### src/rtl/loader_pkg.sv
// Shared types and widths for the program loader.
// PROGRAM_LOADER_CHECKSUM_EN selects the trailing checksum byte (see program_loader).
package loader_pkg;

  localparam int DATA_W = 8;
  localparam int ADDR_W = 8;
  localparam int LEN_W  = 9;

  localparam logic [ADDR_W-1:0] START_UNIT_DEF = 8'h00;

  typedef enum logic [2:0] {
    ST_IDLE,
    ST_LEN,
    ST_DATA,
    ST_CSUM,
    ST_DONE,
    ST_ERR
  } state_t;

endpackage

### src/rtl/loader_checksum.sv
// 8-bit modular accumulator of payload bytes with a pass check for the trailing byte.
// Instantiated by program_loader only when PROGRAM_LOADER_CHECKSUM_EN is defined.
module loader_checksum
  import loader_pkg::*;
(
  input  logic              clk,
  input  logic              clr,
  input  logic              add,
  input  logic [DATA_W-1:0] data,
  output logic              pass
);

  logic [DATA_W-1:0] acc;
  logic [DATA_W-1:0] sum;

  always_ff @(posedge clk) begin
    if (clr) begin
      acc <= '0;
    end else if (add) begin
      acc <= acc + data;
    end
  end

  // the checksum byte passes when it brings the running sum back to zero
  assign sum  = acc + data;
  assign pass = (sum == '0);

endmodule

### src/rtl/program_loader.sv
// Framed byte-stream loader feeding the instruction ROM write port (edit/unit/code/send).
// Define PROGRAM_LOADER_CHECKSUM_EN to require and verify a trailing checksum byte.
module program_loader
  import loader_pkg::*;
#(
  parameter logic [ADDR_W-1:0] START_UNIT = START_UNIT_DEF
) (
  input  logic              clk,
  input  logic              rst,
  input  logic              start,
  input  logic              abort,
  input  logic              in_valid,
  input  logic [DATA_W-1:0] in_data,
  output logic              in_ready,
  output logic              edit,
  output logic [ADDR_W-1:0] unit,
  output logic [DATA_W-1:0] code,
  output logic              send,
  output logic              busy,
  output logic              done,
  output logic              error,
  output logic [LEN_W-1:0]  byte_count
);

  state_t            state;
  logic [ADDR_W-1:0] ptr;
  logic [LEN_W-1:0]  remaining;
  logic              accept;
  logic              last_byte;

  // abort wins over a byte offered on the same edge
  assign accept    = busy && in_valid && !abort;
  assign last_byte = (remaining == LEN_W'(1));
  assign in_ready  = busy;
  assign edit      = busy || send;

`ifdef PROGRAM_LOADER_CHECKSUM_EN
  logic acc_clr;
  logic acc_add;
  logic csum_pass;

  assign acc_clr = start && !busy;
  assign acc_add = accept && (state == ST_DATA);

  loader_checksum u_checksum (
    .clk  (clk),
    .clr  (acc_clr),
    .add  (acc_add),
    .data (in_data),
    .pass (csum_pass)
  );
`endif

  always_ff @(posedge clk or negedge rst) begin
    if (!rst) begin
      state      <= ST_IDLE;
      busy       <= 1'b0;
      done       <= 1'b0;
      error      <= 1'b0;
      send       <= 1'b0;
      unit       <= START_UNIT;
      code       <= '0;
      byte_count <= '0;
      ptr        <= START_UNIT;
      remaining  <= '0;
    end else begin
      send <= 1'b0;
      case (state)
        ST_IDLE, ST_DONE, ST_ERR: begin
          if (start) begin
            state      <= ST_LEN;
            busy       <= 1'b1;
            done       <= 1'b0;
            error      <= 1'b0;
            byte_count <= '0;
            ptr        <= START_UNIT;
          end
        end
        default: begin
          if (abort) begin
            state <= ST_ERR;
            busy  <= 1'b0;
            error <= 1'b1;
          end else if (accept) begin
            case (state)
              ST_LEN: begin
                remaining <= (in_data == '0) ? LEN_W'(256) : {1'b0, in_data};
                state     <= ST_DATA;
              end
              ST_DATA: begin
                unit       <= ptr;
                code       <= in_data;
                send       <= 1'b1;
                ptr        <= ptr + ADDR_W'(1);
                byte_count <= byte_count + LEN_W'(1);
                remaining  <= remaining - LEN_W'(1);
                if (last_byte) begin
`ifdef PROGRAM_LOADER_CHECKSUM_EN
                  state <= ST_CSUM;
`else
                  state <= ST_DONE;
                  busy  <= 1'b0;
                  done  <= 1'b1;
`endif
                end
              end
`ifdef PROGRAM_LOADER_CHECKSUM_EN
              ST_CSUM: begin
                busy <= 1'b0;
                if (csum_pass) begin
                  state <= ST_DONE;
                  done  <= 1'b1;
                end else begin
                  state <= ST_ERR;
                  error <= 1'b1;
                end
              end
`endif
              default: ;
            endcase
          end
        end
      endcase
    end
  end

endmodule

### config.mk
export PLATFORM = sky130hd
export DESIGN_NAME = program_loader
export DESIGN_NICKNAME = d
export VERILOG_FILES = /design/src/rtl/loader_pkg.sv /design/src/rtl/loader_checksum.sv /design/src/rtl/program_loader.sv
export SDC_FILE = /design/constraint.sdc
export NUM_CORES = 1
export LEC_CHECK = 0
export BUFFER_PORTS_ARGS = -buffer_cell sky130_fd_sc_hd__buf_2
export CAP_MARGIN = 10
export CORE_MARGIN = 2
export CORE_UTILIZATION = 55
export DETAILED_ROUTE_END_ITERATION = 8
export HOLD_SLACK_MARGIN = 0.02
export PLACE_DENSITY = 0.79
export SYNTH_ARGS = -nofsm -noshare
export SYNTH_HDL_FRONTEND = slang
export SYNTH_SLANG_ARGS = --single-unit
### constraint.sdc
create_clock -name clk -period 1.8 [get_ports clk]
set_input_delay 0.36 -clock clk [delete_from_list [all_inputs] [get_ports clk]]
set_output_delay 0.36 -clock clk [all_outputs]
set_load 0.02 [all_outputs]
==> out/metrics.yaml, run 1 <==
outcome:
  outcome: "complete, no violations"
finish:
  final_nets: 334
  area_growth_pct: 18.6
  antenna-diode-count: 0
  fillers: 368
  final_layout_size_suffix_gt1_frac: 0.217
  layout.cells.non_filler: 370
  utilization: 0.668
placed_design:
  place_hpwl_microns: 3760
  gp_congestion: 0.869
  port_buffers: 43
  place_inst: 361
routing:
  dr.pass1.iters: 4
  met3_length_microns: 220
  vias_per_cell: 5.61
  top_layer: "met4"
  remaining_drc_errors: 0
  drt-initial-drc-count: 158
  routedWlPerCell_microns: 14.0
  vias: 2076
  wl_met2_microns: 2530
  finalWirelength_microns: 5190
  final_antenna_net_count: 0
  wl_met1_microns: 2380
sta:
  drv_slew: 0
  rsz0062_at_grt: "false"
  period_share: 0.937
  worst_pin_slew_ns: 0.513
  skew_ns: 0.00998
  hold_violations: 0
  setup_viol_count_final: 0
  period_needed_ns: 1.69
  clock.fmax_mhz: 593
  relSlewSlack: 0.658
worst_setup_path:
  cp-end-kind: "register"
  r2r_start: "state[2]"
  crit_required_ns: 2.05
  crit_path_start_kind: "register"
  worst-path-max-fanout: 10
  cp.arrival_ns: 1.94
  critPathLaunch: "state[2]"
  r2r_cells: 5
  critPathKind: "register to register"
global_route:
  grt_pass1_vias: 1881
  grt_overflow: 0
  antenna_found_initial: 0
  track_usage: 0.221
  grt_pass1_wl_microns: 8680
  grt_max_degree: 33
logic_synthesis:
  async_flop_share: 1.00
  ys_ff_latch: 49
  synthTopCellsByArea: "dfrtp_1 51%, nand2_1 10%, o21ai_0 3.5%"
  ys.flop_type: "dfrtp_1"
  postSynthAreaPerCell_sq_um: 9.06
  synth_area_sq_um: 2420
  synth_cells: 267
  synth_cell_type_count: 44
  yosys.area.top_type: "dfrtp_1"
  yosysMostFrequentCell: "nand2_1"
  synth_fp_nets: 284
  ys_seq_area_frac: 0.507
  synth_commonest_cells: "65 x nand2_1, 49 x dfrtp_1, 20 x nor2_1"
  synth_top_area_frac: 0.507
  ys_warn_count: 0
  synth_edf_count: 0
clock_tree:
  cts_tree: "built"
  cts_root_buf: "clkbuf_8"
  post-cts-setup-buffers: 0
  ctsHtreeMaxLevel: 2
  cts-buffers-inserted: 5
  clk_pin_slew_ns: 0.09
  ctsLongestPathBuffers: 2
  clk_latency_ns: 0.30
  clock_sinks: 49
power_and_ir_drop:
  pwr-share-clk: 0.268
  p_sw_mw: 1.04
  power.internal_mw: 2.04
  p_comb_frac: 0.267
  power.leakage_nw: 1.49
  p_per_area_nw_per_um2: 1070
  swShare: 0.337
  seqPwrFrac: 0.464
  peakVddDrop_mv: 0.511
die:
  num_rows: 24
  die-area_sq_um: 4950
  start_util: 0.564
  die_width_microns: 70.3
  ios: 44
  coreArea_sq_um: 4290
  die_h_microns: 70.3
hold_path:
  hold_start: "in_data[1]"
  hold_class: "input pin to register"
  hold_depth: 3
run:
  drv_cap: 0
per-stage QoR:
stage | total power, mW | cell area, sq um | hold WS (ns) | setup WS, ns | TNS, ns
after detailed placement | 2.25 | 2730 | 0.330 | -0.0198 | -0.0198
after CTS | 3.08 | 2860 | 0.276 | 0.0101 | 0
after global routing | 3.23 | 2870 | 0.289 | 0.00146 | 0
after floorplan | 1.99 | 2420 | 0.0644 | 0.175 | 0
after global placement | 2.23 | 2730 | 0.321 | 0.0184 | 0
final | 3.08 | 2870 | 0.277 | 0.113 | 0
layer usage:
layer  vias to the layer above  global-route usage
met3                         6              0.0491
li1                       1024                   -
met1                      1000               0.296
met4                         0              0.0748
met5                         -                   0
met2                        46               0.356
critical path: stages (launching register included):
cell,delay [ns]
dfrtp_1,0.47
and4bb_1,0.31
buf_4,0.19
nand3_1,0.12
or4_1,0.47
nand2_1,0.08
layout make-up:
type | instances | area (sq um) | area share
multi-input combinational | 197 | 1100 | 0.382
timing repair buffer | 57 | 335 | 0.117
clock buffer | 6 | 82.6 | 0.0288
clock inverter | 2 | 37.5 | 0.0131
inverter | 7 | 26.3 | 0.00916
sequential | 49 | 1230 | 0.427
tap | 52 | 65.1 | 0.0227
final timing paths:
check                           slack (ns)            end
worst max-delay path                  0.11  byte_count[7]
worst min-delay path                  0.28        code[1]
worst max register to register        0.11  byte_count[7]
worst min register to register        0.47        unit[4]
max in group asynchronous             0.76   remaining[6]
min in group asynchronous             0.52        unit[2]
flip-flops by register name (all words and copies together) (netlist names):
name and cells:
busy 1, byte_count 9, code 8, done 1, error 1, ptr 8, remaining 9, send 1
state 3, unit 8
cell usage in the layout (no fill, tap or decap), types with 2 or more instances in the layout:
master / instances
clkbuf_8: 6
nand4_1: 6
o2bb2ai_1: 2
nand2_1: 65
ha_1: 4
and4_1: 2
o21a_1: 2
buf_4: 12
nor3_1: 4
nor2_1: 20
a21oi_1: 14
inv_1: 7
o211ai_1: 4
dfrtp_1: 49
nor2b_1: 2
or4_1: 4
nand2b_1: 2
or3_1: 4
nand3_1: 9
o21ai_0: 17
nor4b_1: 2
buf_2: 43
and3_1: 2
and2_1: 3
mux2i_1: 2
nor3b_1: 3
xor2_1: 7
power groups by stage:
stage                     clock network (mW)  logic (mW)  registers (mW)
final                                  0.826       0.823            1.43
after CTS                              0.839       0.822            1.42
after detailed placement                   0       0.817            1.43
after global routing                   0.869       0.907            1.45
after global placement                     0       0.802            1.43
after floorplan                            0       0.528            1.46
cell families (layout without fill, tap and decap cells):
logic type,after synthesis,after routing,share of synthesized area
xor gates and xnor gates,7,7,0.0253
and+or+nand+nor,136,136,0.275
adders and majority gates,4,4,0.0207
muxes,2,2,0.00827
buffers and inverters,21,72,0.0450
AOI/OAI and AO/OA,48,48,0.119
DFF,49,49,0.507
repair_timing:
action	in CTS	in global routing
endpoints found under the setup margin	0	11
endpoints found under the hold margin	17	0
gates resized for setup	0	3
hold buffers	1	0
No activity file was read; power rests on OpenSTA's default activity.
==> run 2, diff against run 1 <==
--- a/config.mk
+++ b/config.mk
@@ -11,7 +11,7 @@
 export CORE_UTILIZATION = 55
 export DETAILED_ROUTE_END_ITERATION = 8
 export HOLD_SLACK_MARGIN = 0.02
-export PLACE_DENSITY = 0.79
+export PLACE_DENSITY_LB_ADDON = 0.1
 export SYNTH_ARGS = -nofsm -noshare
 export SYNTH_HDL_FRONTEND = slang
 export SYNTH_SLANG_ARGS = --single-unit
==> out/metrics.yaml, run 2 (synthesized netlist as in run 1, its figures left out) <==
outcome:
  outcome: "complete, no violations"
finish:
  area_growth_pct: 18.5
  final_nets: 334
  antenna-diode-count: 0
  multi_input_area_sq_um: 1100
  final_layout_size_suffix_gt1_frac: 0.217
  layout.cells.non_filler: 370
  reg_top3: "byte_count x9, remaining x9"
  fillers: 364
  mostFrequentLayoutCells: "65 x nand2_1, 49 x dfrtp_1, 43 x buf_2, 20 x nor2_1, 17 x o21ai_0"
  final_common_cell: "nand2_1"
  ff_latch_area_sq_um: 1230
worst_setup_path:
  cp-endpoint: "byte_count[7]"
  worst-path-max-fanout: 9
  r2r_cells: 4
  rr_endpoint: "byte_count[7]"
  cp-end-kind: "register"
  crit_path_start_kind: "register"
  critPathKind: "register to register"
  critPathLaunch: "state[2]"
  r2r_slack_ns: 0.13
  r2r_start: "state[2]"
  cp.arrival_ns: 1.91
  crit_required_ns: 2.04
routing:
  remaining_drc_errors: 0
  routedWlPerCell_microns: 13.9
  wl_met2_microns: 2640
  dr.pass1.iters: 4
  final_antenna_net_count: 0
  finalWirelength_microns: 5150
  vias_per_cell: 5.64
  top_layer: "met4"
  drt-initial-drc-count: 177
  met3_length_microns: 159
  vias: 2088
  wl_met1_microns: 2290
clock_tree:
  ctsHtreeMaxLevel: 2
  ctsLongestPathBuffers: 2
  cts_root_buf: "clkbuf_8"
  post-cts-setup-buffers: 0
  cts-resized-gates: 0
  clock_sinks: 49
  cts_tree: "built"
  cts-buffers-inserted: 5
  clk_pin_slew_ns: 0.09
  clk_latency_ns: 0.30
  cts_hold_buf: 0
run:
  drv_cap: 0
sta:
  clock.fmax_mhz: 598
  skew_ns: 0.0101
  relSlewSlack: 0.652
  rsz0062_at_grt: "false"
  period_needed_ns: 1.67
  worst_pin_slew_ns: 0.520
  tns_ns: 0
  setup_viol_count_final: 0
  hold_violations: 0
  period_share: 0.928
  drv_slew: 0
die:
  num_rows: 24
  coreArea_sq_um: 4290
  die_width_microns: 70.3
  die_h_microns: 70.3
  die-area_sq_um: 4950
  ios: 44
  start_util: 0.564
placed_design:
  port_buffers: 43
  gp_congestion: 0.893
  place_inst: 362
  place_hpwl_microns: 3670
hold_path:
  hold_class: "input pin to async pin"
global_route:
  grt_overflow: 0
  grt_pass1_wl_microns: 8650
  grt_pass1_vias: 1908
  track_usage: 0.219
  antenna_found_initial: 0
  grt_max_degree: 50
power_and_ir_drop:
  peakVddDrop_mv: 0.613
  power.leakage_nw: 1.50
  p_per_area_nw_per_um2: 1070
[run 2: changes by cell type in the layout (fill, tap and decap cells not counted), sizes merged]
cell         delta
clkbuf          +1
clkinvlp        -1
buf             +1
dlygate4sd3     -1
[run 2: power by group]
part / switching (mW) / internal (mW) / leakage [nW]
Clock: 0.361 / 0.454 / 0.0585
Sequential: 0.182 / 1.26 / 0.658
Combinational: 0.483 / 0.333 / 0.779
[run 2: cell type report]
| class | instances | area share |
|---|---|---|
| multi-input combinational | 197 | 0.384 |
| clock buffer | 7 | 0.0301 |
| inverter | 7 | 0.00917 |
| tap | 52 | 0.0227 |
| timing repair buffer | 57 | 0.116 |
| clock inverter | 1 | 0.0105 |
| sequential | 49 | 0.428 |
[run 2: worst min-delay path by stage]
stage	start	end	cells after the start
4_1_cts	rst	unit[0]	2
5_1_grt	rst	unit[1]	2
3_3_place_gp	rst	unit[0]	2
6_report	rst	unit[0]	2
2_1_floorplan	rst	busy	0
3_5_place_dp	rst	unit[6]	2
[run 2: metal layers]
metal | GRT usage | up-vias
li1 | - | 1025
met1 | 0.283 | 1018
met2 | 0.375 | 38
met3 | 0.0346 | 7
met4 | 0.0705 | 0
met5 | 0 | -
[run 2: worst max-delay path: stages (launching register included)]
cell and delay (ns):
dfrtp_1 0.47, nand2b_1 0.21, and3b_1 0.32, or4_1 0.54, nand2_1 0.08
[run 2: stage by stage]
step	utilization	area, sq um	total power [mW]	hold slack [ns]	worst slack, ns
floorplan	-	2420	1.99	0.0644	0.175
global placement	0.637	2740	2.23	0.367	0.137
detailed placement	0.637	2740	2.25	0.366	0.101
CTS	0.664	2850	3.05	0.0449	0.0641
global route	0.668	2870	3.23	0.0609	0.0343
finish	0.668	2870	3.07	0.0316	0.129
